===== config.mk =====
export PLATFORM = sky130hd
export DESIGN_NAME = button_conditioner
export DESIGN_NICKNAME = d
export VERILOG_FILES = /design/src/rtl/button_conditioner.sv
export SDC_FILE = /design/constraint.sdc
export NUM_CORES = 1
export LEC_CHECK = 0
export BUFFER_PORTS_ARGS = -buffer_cell sky130_fd_sc_hd__buf_4
export CAP_MARGIN = 25
export CORE_MARGIN = 1
export CORE_UTILIZATION = 61
export CTS_CLUSTER_DIAMETER = 40
export CTS_CLUSTER_SIZE = 20
export DETAILED_ROUTE_END_ITERATION = 6
export PLACE_DENSITY_LB_ADDON = 0.25
export SETUP_SLACK_MARGIN = 0.5
export SLEW_MARGIN = 20
export SYNTH_ARGS = -nofsm -noshare
export SYNTH_HDL_FRONTEND = slang
export SYNTH_SLANG_ARGS = --single-unit
export TNS_END_PERCENT = 50

===== constraint.sdc =====
create_clock -name clk -period 2.45 [get_ports clk]
set_input_delay 0.245 -clock clk [delete_from_list [all_inputs] [get_ports clk]]
set_output_delay 0.245 -clock clk [all_outputs]
set_load 0.05 [all_outputs]

===== src/rtl/button_conditioner.sv =====
// button_conditioner: per-channel two-stage synchroniser, counter debouncer and
// edge detector for the board push-buttons. btn_level is the accepted level;
// btn_press / btn_release are single-cycle pulses on accepted transitions.
// Optional auto-repeat on held buttons is built when BTN_AUTOREPEAT_EN is defined.
module button_conditioner #(
   parameter int unsigned           N_BTN           = 4,
   parameter int unsigned           CNT_W           = 20,
   parameter int unsigned           DEBOUNCE_CYCLES = 1000000,
   parameter int unsigned           HOLD_CYCLES     = 50000000,
   parameter int unsigned           REPEAT_CYCLES   = 20000000,
   parameter logic [N_BTN-1:0]      REPEAT_MASK     = 4'b0110
) (
   input  logic             clk,
   input  logic             reset,
   input  logic [N_BTN-1:0] btn_in,
   output logic [N_BTN-1:0] btn_level,
   output logic [N_BTN-1:0] btn_press,
   output logic [N_BTN-1:0] btn_release
);

   localparam logic [CNT_W-1:0] DB_TERM = CNT_W'(DEBOUNCE_CYCLES - 1);

   logic [N_BTN-1:0] s1;
   logic [N_BTN-1:0] s2;
   logic [CNT_W-1:0] cnt [N_BTN];
   logic [N_BTN-1:0] rise_evt;
   logic [N_BTN-1:0] fall_evt;
   logic [N_BTN-1:0] rep_evt;

   // Two-flop synchroniser for the asynchronous pins
   always_ff @(posedge clk or negedge reset) begin
      if (!reset) begin
         s1 <= '0;
         s2 <= '0;
      end else begin
         s1 <= btn_in;
         s2 <= s1;
      end
   end

   // Accepted-transition detect: the input has differed for the full debounce window
   always_comb begin
      rise_evt = '0;
      fall_evt = '0;
      for (int unsigned i = 0; i < N_BTN; i++) begin
         if ((s2[i] != btn_level[i]) && (cnt[i] == DB_TERM)) begin
            rise_evt[i] = s2[i];
            fall_evt[i] = ~s2[i];
         end
      end
   end

   // Debounce counters, accepted level and registered edge pulses
   always_ff @(posedge clk or negedge reset) begin
      if (!reset) begin
         btn_level   <= '0;
         btn_press   <= '0;
         btn_release <= '0;
         for (int unsigned i = 0; i < N_BTN; i++) begin
            cnt[i] <= '0;
         end
      end else begin
         btn_press   <= rise_evt | rep_evt;
         btn_release <= fall_evt;
         for (int unsigned i = 0; i < N_BTN; i++) begin
            if (s2[i] == btn_level[i]) begin
               cnt[i] <= '0;
            end else if (cnt[i] == DB_TERM) begin
               btn_level[i] <= s2[i];
               cnt[i]       <= '0;
            end else begin
               cnt[i] <= cnt[i] + CNT_W'(1);
            end
         end
      end
   end

`ifdef BTN_AUTOREPEAT_EN
   // Hold counter is widened beyond CNT_W when the hold/repeat periods need more bits.
   localparam int unsigned NEED_W = $clog2((HOLD_CYCLES > REPEAT_CYCLES) ? HOLD_CYCLES : REPEAT_CYCLES) + 1;
   localparam int unsigned HOLD_W = (CNT_W > NEED_W) ? CNT_W : NEED_W;
   localparam logic [HOLD_W-1:0] H_TERM = HOLD_W'(HOLD_CYCLES - 1);
   localparam logic [HOLD_W-1:0] R_TERM = HOLD_W'(REPEAT_CYCLES - 1);

   typedef enum logic {PH_HOLD, PH_REPEAT} phase_t;

   for (genvar g = 0; g < N_BTN; g++) begin : g_rep
      if (REPEAT_MASK[g]) begin : g_on
         logic [HOLD_W-1:0] hcnt;
         phase_t            phase;
         logic              hit;

         // Repeat pulse when the held channel reaches the current phase's terminal count
         always_comb begin
            hit = btn_level[g] & ~fall_evt[g] &
                  (hcnt == ((phase == PH_REPEAT) ? R_TERM : H_TERM));
         end

         assign rep_evt[g] = hit;

         // Hold counter: first period HOLD_CYCLES, then REPEAT_CYCLES until release
         always_ff @(posedge clk or negedge reset) begin
            if (!reset) begin
               hcnt  <= '0;
               phase <= PH_HOLD;
            end else if (!btn_level[g] || fall_evt[g]) begin
               hcnt  <= '0;
               phase <= PH_HOLD;
            end else if (hit) begin
               hcnt  <= '0;
               phase <= PH_REPEAT;
            end else begin
               hcnt <= hcnt + HOLD_W'(1);
            end
         end
      end else begin : g_off
         assign rep_evt[g] = 1'b0;
      end
   end
`else
   assign rep_evt = '0;
`endif

endmodule


# ---- After elaboration in Yosys (flattened, before gate mapping)
# Cells that the tools add are included.
dict set report word_totals {
  regBits 100
  inputBits 6
  word_cells 60
}
dict set report classes {
  n_addsub 4
  eq_ne 12
  mux 16
  n_bitwise 8
  reduce_logical 8
}
# op n
set ops {}
lappend ops {{20-bit 2-to-1 mux} 8}
lappend ops {{20-bit by 1-bit adder with 20-bit output, second input constant} 4}
lappend ops {{20-bit == test, second input constant} 4}
lappend ops {{1-bit 2-to-1 mux} 8}
lappend ops {{1-bit NOT} 8}
lappend ops {{2-bit AND reduction} 4}
lappend ops {{1-bit == test} 4}
lappend ops {{1-bit logical AND} 4}
lappend ops {{1-bit != test} 4}

# ---- Logic depth before layout (Yosys ltp)
# Gate-level depths: netlist (run 1).
dict set report depth {
  ltp_word 3
  mapped_depth 6
}

# ---- Least setup slack after synthesis (run 1)
# OpenSTA, ideal clock, no wires.
dict set report synth_timing {
  path_type {reg-to-reg}
  from {register cnt[12] (netlist bit)}
  to {register btn_level[3]}
  setup_ns 0.125
  t_arrival_ns 1.998
  required_time_ns 2.325
  slack_ns 0.326
  path_stages_with_launch 5
  path_cell_list {dfrtp_1 -> or4_1 -> or4_4 -> or2_4 -> mux2_4}
}
dict set report synth_via {
  elab_chain_cells 2
}
# item line_no
set synth_rtl {}
lappend synth_rtl {{start: declaration} 25} ;# logic [CNT_W-1:0] cnt [N_BTN];
lappend synth_rtl {{start signal: indexed assignment} 72} ;# cnt[i] <= cnt[i] + CNT_W'(1);
lappend synth_rtl {{20-bit == test} 68} ;# end else if (cnt[i] == DB_TERM) begin
lappend synth_rtl {{2-bit AND reduction (no line)} --}
lappend synth_rtl {{end signal: indexed assignment} 69} ;# btn_level[i] <= s2[i];
lappend synth_rtl {{end: declaration} 16} ;# output logic [N_BTN-1:0] btn_level,
# Every way passes these cells.
# A chain may end at the register's enable or synchronous reset.

# ---- Worst setup path in the final report (run 1)
dict set report layout_timing {
  from {register cnt[13] (netlist bit)}
  to {register btn_level[3]}
}
# Same word-level chain as after synthesis.

==> results.py, run 1 <==
metrics = {
    "cts": {
        "cts_root_buf": "clkbuf_8",
        "clock_path_buffers": 2,
        "clock_sinks": 100,
        "clk_latency_ns": 0.36,
        "cts_inserted_buffers": 9,
        "cts_tree": "yes",
        "cts_max_level": 3,
        "path_clk_slew_ns": 0.10,
    },
    "global_route": {
        "met1_usage_pct": 32.6,
        "grt.total_usage_pct": 25.1,
        "grt_max_degree": 74,
        "overflow": 0,
        "antenna_found_initial": 0,
        "top_usage_layer": "met2",
        "grt_pass1_wl_mm": 15.2,
        "grt_use_met2_pct": 41.9,
        "first_global_vias": 3409,
        "met3_usage_pct": 5.17,
    },
    "synthesis": {
        "ys_top_cells_by_area": "dfrtp_1 54%, xnor2_1 7.7%, nor2_1 5.5%",
        "ys_warn_count": 0,
        "syn-num-nets": 473,
        "synth.cell_area_um2": 4680,
        "yosys.area.top_type": "dfrtp_1",
        "async_reset_ff_share_pct": 100,
        "synth_common_cells": "100 x dfrtp_1, 68 x nor2_1, 41 x xnor2_1, 25 x nand3_1, 24 x nand2_1",
        "synthFlopType": "dfrtp_1",
        "yosysSeqAreaShare_pct": 53.5,
        "netlist_instances": 463,
        "synth.distinct_cells": 43,
        "synth-seq-cells": 100,
        "yosysMostFrequentCell": "dfrtp_1",
        "synth_edf_count": 0,
        "synth_top_area_share_pct": 53.5,
        "avgSynthCellArea_um2": 10.1,
    },
    "floorplanning": {
        "ios": 18,
        "std_cell_rows": 31,
        "die-width_um": 89.6,
        "die_area_um2": 8020,
        "fp.coreArea_um2": 7330,
        "fp.dieH_um": 89.6,
        "initial_utilization_pct": 63.8,
    },
    "timing": {
        "rsz0062_at_grt": "true",
        "fin_setup_tns_ns": 0,
        "min_period_over_period_pct": 86.5,
        "finalClockSkew_ns": 0.0109,
        "slew_headroom_pct": 58.5,
        "max_slew.worst_pin.slew_ns": 0.616,
        "fmax_mhz": 472,
        "slew_violations": 0,
        "period_needed_ns": 2.12,
        "setup_viol": 0,
        "hold_viol": 0,
    },
    "route": {
        "vias": 3582,
        "first_iter_violations": 219,
        "via_per_inst": 5.79,
        "routed_wl_mm": 9.58,
        "drt-pass1-iter-count": 5,
        "wl_per_cell_um": 15.5,
        "drc": 0,
        "postRouteAntennaNets": 0,
    },
    "cells_and_area": {
        "antennaDiodeCount": 0,
        "instances_no_fill": 619,
        "final_util_pct": 75.2,
        "syn2layout_area_growth_pct": 17.9,
        "final_layout_size_suffix_gt1_share_pct": 18.8,
        "fin_nets": 525,
    },
    "placement": {
        "dp.cells": 576,
        "hpwlAfterDp_mm": 5.78,
        "port_buffers": 17,
        "gp_congestion": 0.837,
    },
    "worst_setup_path": {
        "cp-start-kind": "flip-flop",
        "critPathCaptureType": "flip-flop",
        "crit_type": "flip-flop to flip-flop",
        "required_ns": 2.70,
        "critPathMaxFanout": 5,
        "arrival_ns": 2.37,
    },
    "power_and_ir_drop": {
        "irDropWorstVdd_mv": 0.373,
        "p_leak_nw": 2.23,
        "power.density_nw_per_um2": 518,
        "fin_total_pwr_mw": 2.86,
    },
    "worst_hold_path": {
        "hp-class": "primary input to asynchronous set/reset pin",
    },
    "job": {
        "cap_violations": 0,
    },
    "run_status": {
        "status": "complete, no violations",
    },
}
-- metrics by stage --
step	hold slack, ns	worst slack (ns)	instance area, um^2
finish	0.338	0.330	5510
global route	0.371	0.290	5510
CTS	0.343	0.364	5300
detailed placement	0.189	0.298	4960
global placement	0.182	0.338	4960
floorplan	-0.0506	0.391	4680
-- critical path: stages (launching register included) --
cell     delay, ns
dfrtp_1       0.40
or4_1         0.53
or4_4         0.52
or2_4         0.27
mux2_4        0.29
-- what timing repair did --
action,4_1_cts,5_1_grt
setup buffers,6,14
gates resized for setup,6,20
hold endpoints to repair,31,0
endpoints found under the setup margin,41,50
pin swaps,3,7
hold buffers,5,0
cloned,2,0
-- flip-flops by register name, indices dropped and copies added, names as in the netlist --
signal and count:
cnt 80, btn_press 4, btn_release 4, s1 4, s2 4, btn_level 4
-- per-layer routing --
layer  wire (um)  up-vias
met3         346       14
met4         116        0
met2        4910       79
met1        4210     1743
met5           0        -
li1            -     1746
-- cell usage in the layout, fill, tap and decap left out, drive strengths merged --
| master | count |
|---|---|
| o21a | 1 |
| clkinv | 4 |
| o21ai | 13 |
| mux2i | 1 |
| and4 | 1 |
| dfrtp | 100 |
| and3 | 9 |
| mux2 | 4 |
| clkbuf | 10 |
| and3b | 1 |
| o2111a | 1 |
| inv | 17 |
| nor4bb | 1 |
| or3 | 7 |
| xor2 | 13 |
| nand4 | 18 |
| nand3b | 3 |
| a211oi | 1 |
| and2 | 4 |
| nor3b | 8 |
| nand3 | 25 |
| a21oi | 18 |
| o221ai | 2 |
| nand4b | 4 |
| nor4 | 16 |
| bufinv | 1 |
| nor2 | 68 |
| o31ai | 6 |
| xnor2 | 41 |
| dlygate4sd3 | 5 |
| or2 | 5 |
| nor4b | 1 |
| buf | 47 |
| ha | 4 |
| or4b | 1 |
| or4 | 15 |
| nand2 | 24 |
| nor3 | 14 |
| o21ba | 1 |
| a31o | 5 |
-- cell families (layout without fill, tap and decap cells) --
logic type / after synthesis / after routing / share of synthesized area [%]
simple gates: 225 / 225 / 25.5
flops: 100 / 100 / 53.5
xor+xnor: 54 / 54 / 10.1
compound gates: 46 / 48 / 6.18
buf+inv: 29 / 84 / 2.35
mux: 5 / 5 / 1.26
fa+ha+maj: 4 / 4 / 1.07
-- power by group --
part	internal (mW)	switching (mW)	leakage, nW
logic	0.0540	0.0747	0.759
clock network	0.473	0.557	0.100
registers	1.67	0.0257	1.37
-- cell type report --
cell class / instances / area [um^2]
clock inverter: 6 / 62.6
clock buffer: 10 / 128
sequential: 100 / 2500
inverter: 16 / 60.1
fill: 498 / 1820
timing repair buffer: 52 / 419
tap: 99 / 124
multi-input combinational: 336 / 2220
-- worst paths after layout --
check,from,endpoint,slack (ns),cells past startpoint
hold reg to reg,s1[1]$_DFF_PN0_,s2[1]$_DFF_PN0_,0.36,0
hold / removal,reset,s2[1]$_DFF_PN0_,0.34,2
setup reg to reg,cnt[13]$_DFF_PN0_,btn_level[3]$_DFFE_PN0P_,0.33,4
min in group clk,s1[1]$_DFF_PN0_,s2[1]$_DFF_PN0_,0.36,0
setup / recovery,cnt[13]$_DFF_PN0_,btn_level[3]$_DFFE_PN0P_,0.33,4
max in group asynchronous,reset,cnt[15]$_DFF_PN0_,1.42,3
No activity file was read; power rests on OpenSTA's default activity.
==> run 2: changes to the inputs <==
- BUFFER_PORTS_ARGS: -buffer_cell sky130_fd_sc_hd__buf_4 -> unset
- CORE_UTILIZATION: 61 -> 50
- DONT_BUFFER_PORTS: unset -> 1
==> run 2 against run 1 <==
The flow now finishes with violations (negative hold slack); die area rose by 21%; count of clock-buffer cells in the layout rose by 1; clock power about the same; fmax up 1.5%; setup slack improved by 0.031 ns; non-clock buffer count is 21 lower; largest cell class unchanged.
==> results.py, run 2 (synthesis gave the netlist of run 1 again) <==
metrics = {
    "timing": {
        "max_slew.worst_pin.slew_ns": 0.601,
        "fmax_mhz": 479,
        "fin_setup_tns_ns": 0,
        "min_period_over_period_pct": 85.3,
        "slew_headroom_pct": 59.6,
        "slew_violations": 0,
        "period_needed_ns": 2.09,
        "setup_viol": 0,
        "finalClockSkew_ns": 0.00783,
        "hold_viol": 100,
        "rsz0062_at_grt": "true",
        "fin_ws_ns": 0.361,
        "holdWs_ns": -0.434,
    },
    "cells_and_area": {
        "final_layout_size_suffix_gt1_share_pct": 17.0,
        "antennaDiodeCount": 0,
        "syn2layout_area_growth_pct": 14.9,
        "regArea_um2": 2500,
        "final_common_cell": "dfrtp_1",
        "multi_input_area_um2": 2220,
        "instances_no_fill": 607,
        "fin_nets": 504,
        "final_cell_mix": "98 x dfrtp_1, 56 x nor2_1, 41 x xnor2_1",
        "largest_register": "cnt",
        "nFillCells": 762,
        "final_util_pct": 60.4,
        "largest_reg_flops": 80,
    },
    "worst_setup_path": {
        "cp-start-kind": "flip-flop",
        "arrival_ns": 2.34,
        "critPathLaunch": "cnt[15]$_DFF_PN0_",
        "required_ns": 2.70,
        "critPathTopFamily": "simple AND/OR/NAND/NOR gates",
        "timing.rr.start": "cnt[15]$_DFF_PN0_",
        "critPathCaptureType": "flip-flop",
        "crit_type": "flip-flop to flip-flop",
        "crit_slowest_cell": "or4b_1",
        "crit_chain": "or4b_1, or4_4, or2_4, mux2_4",
        "critPathMaxFanout": 4,
        "slowest_delay_ns": 0.52,
        "path_buf_inv": 0,
    },
    "job": {
        "cap_violations": 0,
    },
    "route": {
        "wl_met2_mm": 4.38,
        "wl_per_cell_um": 14.7,
        "met3WireLength_um": 270,
        "top_layer_used": "met4",
        "drc": 0,
        "drt-pass1-iter-count": 4,
        "vias": 3505,
        "routed_wl_mm": 8.94,
        "via_per_inst": 5.77,
        "first_iter_violations": 217,
        "wl_met1_mm": 4.23,
        "postRouteAntennaNets": 0,
    },
    "cts": {
        "clk_latency_ns": 0.36,
        "clock_sinks": 100,
        "cts_hold_buf": 4,
        "cts_tree": "yes",
        "clock_path_buffers": 2,
        "path_clk_slew_ns": 0.10,
        "cts_inserted_buffers": 9,
        "cts_root_buf": "clkbuf_8",
        "cts_max_level": 3,
    },
    "run_status": {
        "violations": "negative hold slack",
        "status": "finished, violations left",
    },
    "global_route": {
        "grt_max_degree": 101,
        "overflow": 0,
        "grt_pass1_wl_mm": 15.7,
        "antenna_found_initial": 0,
        "grt.total_usage_pct": 20.1,
        "first_global_vias": 3397,
    },
    "power_and_ir_drop": {
        "switchingPower_uw": 634,
        "internal-power_mw": 2.20,
        "clockPowerShare_pct": 36.9,
        "fin_total_pwr_mw": 2.83,
        "power.density_nw_per_um2": 527,
        "seqPwrFrac_pct": 59.9,
        "p_sw_share_pct": 22.4,
        "power_frac_comb_pct": 3.2,
        "irDropWorstVdd_mv": 0.297,
        "p_leak_nw": 2.10,
    },
    "floorplanning": {
        "fp.dieH_um": 98.7,
        "fp.coreArea_um2": 8890,
        "ios": 18,
        "die_area_um2": 9740,
        "die-width_um": 98.7,
        "std_cell_rows": 34,
        "initial_utilization_pct": 52.6,
    },
    "placement": {
        "pre_cts_ws_ns": 0.319,
        "hpwlAfterDp_mm": 5.68,
        "port_buffers": 0,
        "dp.cells": 567,
        "gp_congestion": 0.797,
    },
    "worst_hold_path": {
        "hp-class": "primary input to asynchronous set/reset pin",
    },
}
## run 2: per-layer routing
| layer | up-vias | track usage (%) |
|---|---|---|
| li1 | 1709 | - |
| met1 | 1737 | 27.0 |
| met2 | 54 | 32.4 |
| met3 | 5 | 5.39 |
| met4 | 0 | 5.86 |
| met5 | - | 0 |
## run 2: area by class of cell
cell class	instances	share of cell area, %
flip-flops and latches	100	46.6
multi-input cells	336	41.4
repair buffers	31	4.80
well taps	108	2.52
clock buffers	11	2.45
clock inverters	5	1.12
inverters	16	1.12
## run 2: stage by stage
stage / hold slack, ns / instance area, um^2
after global placement: -0.0483 / 4830
final: -0.434 / 5370
after CTS: -0.451 / 5210
after global routing: -0.471 / 5370
after detailed placement: -0.0477 / 4830
after floorplan: -0.0506 / 4680
## run 2: power groups by stage
stage / Clock (mW) / Combinational (mW) / Sequential [mW]
floorplan: 0 / 0.0445 / 1.72
global placement: 0 / 0.0603 / 1.73
detailed placement: 0 / 0.0619 / 1.73
CTS: 1.08 / 0.0812 / 1.69
global route: 1.14 / 0.102 / 1.70
finish: 1.04 / 0.0914 / 1.69
## run 2: timing repair
action                                  in CTS  in global routing
gates resized for setup                      7                 34
hold endpoints to repair                   104                100
pin swaps                                    4                 12
gates cloned                                 2                  1
buffers inserted                            12                  5
endpoints found under the setup margin      42                 51
## run 2: worst reg2reg max path, stage by stage, from the launching register on
cell	delay [ns]
dfrtp_1	0.39
or4b_1	0.52
or4_4	0.51
or2_4	0.27
mux2_4	0.30
## run 2: worst paths after layout
path                                             to  slack, ns  cells after the start
setup reg to reg           btn_level[3]$_DFFE_PN0P_       0.36                      4
max in group asynchronous         cnt[47]$_DFF_PN0_       2.74                      0
hold reg to reg                     s2[1]$_DFF_PN0_       0.35                      0
hold / removal                    cnt[77]$_DFF_PN0_      -0.43                      0
setup / recovery           btn_level[3]$_DFFE_PN0P_       0.36                      4
min in group clk                    s2[1]$_DFF_PN0_       0.35                      0
==> run 3: changes to the inputs <==
- CORE_UTILIZATION: 50 -> 39
- HOLD_SLACK_MARGIN: unset -> 0.15
- MAX_ROUTING_LAYER: unset -> met4
==> run 3 against run 2 <==
The flow still finishes with violations (negative hold slack); sequential power barely moved; core utilization fell by 13 points; largest cell class unchanged; sequential cell count did not move; via count fell by 1.5%; critical endpoint unchanged; critical path type unchanged; count of clock-buffer cells in the layout fell by 1; highest routed layer unchanged.
==> results.py, run 3 (synthesis gave the netlist of run 1 again) <==
metrics = {
    "run_status": {
        "status": "finished, violations left",
        "violations": "negative hold slack",
    },
    "timing": {
        "holdWs_ns": -0.409,
        "slew_violations": 0,
        "fin_ws_ns": 0.320,
        "rsz0062_at_grt": "true",
        "hold_viol": 100,
        "min_period_over_period_pct": 86.9,
        "slew_headroom_pct": 57.4,
        "fin_setup_tns_ns": 0,
        "period_needed_ns": 2.13,
        "max_slew.worst_pin.slew_ns": 0.638,
        "setup_viol": 0,
        "finalClockSkew_ns": 0.00723,
        "fmax_mhz": 470,
    },
    "global_route": {
        "first_global_vias": 3451,
        "grt.total_usage_pct": 16.4,
        "overflow": 0,
        "antenna_found_initial": 0,
        "grt_max_degree": 101,
        "grt_pass1_wl_mm": 15.9,
    },
    "placement": {
        "place_area_um2": 4870,
        "port_buffers": 0,
        "gp_congestion": 0.834,
        "hpwlAfterDp_mm": 5.72,
        "pre_cts_ws_ns": 0.316,
    },
    "cts": {
        "clock_path_buffers": 2,
        "path_clk_slew_ns": 0.07,
        "cts_inserted_buffers": 9,
        "clock_sinks": 100,
        "cts_max_level": 3,
        "cts_tree": "yes",
        "cts_hold_buf": 4,
        "cts_root_buf": "clkbuf_16",
        "clk_latency_ns": 0.35,
    },
    "worst_setup_path": {
        "timing.rr.start": "cnt[12]$_DFF_PN0_",
        "critPathTopFamily": "simple AND/OR/NAND/NOR gates",
        "regToRegEndpoint": "btn_level[3]$_DFFE_PN0P_",
        "worstSetupPathDepth": 4,
        "path_buf_inv": 0,
        "required_ns": 2.69,
        "crit_slowest_cell": "or4_1",
        "crit_chain": "or4_1, or4_4, or2_4, mux2_4",
        "crit_path_end": "btn_level[3]$_DFFE_PN0P_",
        "reg2reg_slack_ns": 0.32,
        "critPathMaxFanout": 3,
        "crit_type": "flip-flop to flip-flop",
        "critPathCaptureType": "flip-flop",
        "slowest_delay_ns": 0.54,
        "cp-start-kind": "flip-flop",
        "r2r_cells": 4,
        "critPathLaunch": "cnt[12]$_DFF_PN0_",
        "arrival_ns": 2.37,
    },
    "route": {
        "first_iter_violations": 147,
        "wl_per_cell_um": 14.7,
        "drc": 0,
        "routed_wl_mm": 9.42,
        "drt-pass1-iter-count": 4,
        "postRouteAntennaNets": 0,
        "via_per_inst": 5.39,
        "vias": 3453,
    },
    "floorplanning": {
        "die_area_um2": 12400,
        "fp.coreArea_um2": 11600,
        "fp.dieH_um": 111,
        "die-width_um": 111,
        "ios": 18,
        "std_cell_rows": 39,
        "initial_utilization_pct": 40.4,
    },
    "cells_and_area": {
        "largest_register": "cnt",
        "fin_nets": 503,
        "final_layout_size_suffix_gt1_share_pct": 16.7,
        "antennaDiodeCount": 0,
        "syn2layout_area_growth_pct": 18.3,
        "largest_reg_flops": 80,
        "final_common_cell": "dfrtp_1",
        "final_cell_mix": "96 x dfrtp_1, 68 x nor2_1, 41 x xnor2_1, 25 x buf_4, 23 x nand3_1",
        "final_area_um2": 5530,
    },
    "power_and_ir_drop": {
        "irDropWorstVdd_mv": 0.551,
        "p_leak_nw": 2.16,
        "power.density_nw_per_um2": 595,
        "fin_total_pwr_mw": 3.29,
    },
    "job": {
        "cap_violations": 0,
    },
    "worst_hold_path": {
        "hp-class": "primary input to asynchronous set/reset pin",
    },
}
==> run 3: area by class of cell <==
| type | instances | area [um^2] |
|---|---|---|
| Fill cell | 1044 | 6030 |
| Inverter | 16 | 60.1 |
| Multi-Input combinational cell | 335 | 2210 |
| Timing Repair Buffer | 31 | 259 |
| Sequential cell | 100 | 2510 |
| Clock buffer | 10 | 229 |
| Clock inverter | 6 | 88.8 |
| Tap cell | 143 | 179 |
==> run 3: layer usage <==
| layer | up-vias | track usage [%] | share of wire, % |
|---|---|---|---|
| met2 | 45 | 26.0 | 48 |
| li1 | 1694 | - | - |
| met1 | 1700 | 20.0 | 48 |
| met3 | 14 | 4.84 | 3.1 |
| met4 | 0 | 5.32 | 1.5 |
| met5 | - | - | 0 |
==> run 3: how the worst min path moves through the flow <==
| stage | endpoint |
|---|---|
| final | s1[2]$_DFF_PN0_ |
| after global routing | cnt[15]$_DFF_PN0_ |
| after CTS | cnt[49]$_DFF_PN0_ |
| after detailed placement | s2[0]$_DFF_PN0_ |
| after global placement | s2[0]$_DFF_PN0_ |
| after floorplan | btn_level[0]$_DFFE_PN0P_ |
==> run 3: through the flow <==
step | std cells | util, %
global route | 641 | 47.8
floorplan | 463 | -
global placement | 602 | 42.1
CTS | 629 | 46.0
finish | 641 | 47.8
detailed placement | 602 | 42.1
==> run 3: report_power, final <==
group	leakage (nW)	switching [mW]	internal, mW
Sequential	1.36	0.0273	1.67
Clock	0.149	0.617	0.895
Combinational	0.645	0.0388	0.0398
==> run 3: worst register-to-register path, stage by stage (launching register included) <==
cell	delay (ns)
dfrtp_1	0.38
or4_1	0.54
or4_4	0.52
or2_4	0.28
mux2_4	0.29
==> run 3: timing repair <==
action / 4_1_cts / 5_1_grt
gates cloned: 0 / 1
endpoints found under the setup margin: 43 / 52
buffers inserted: 7 / 11
pin swaps: 2 / 7
resized for setup: 6 / 24
hold endpoints to repair: 104 / 100
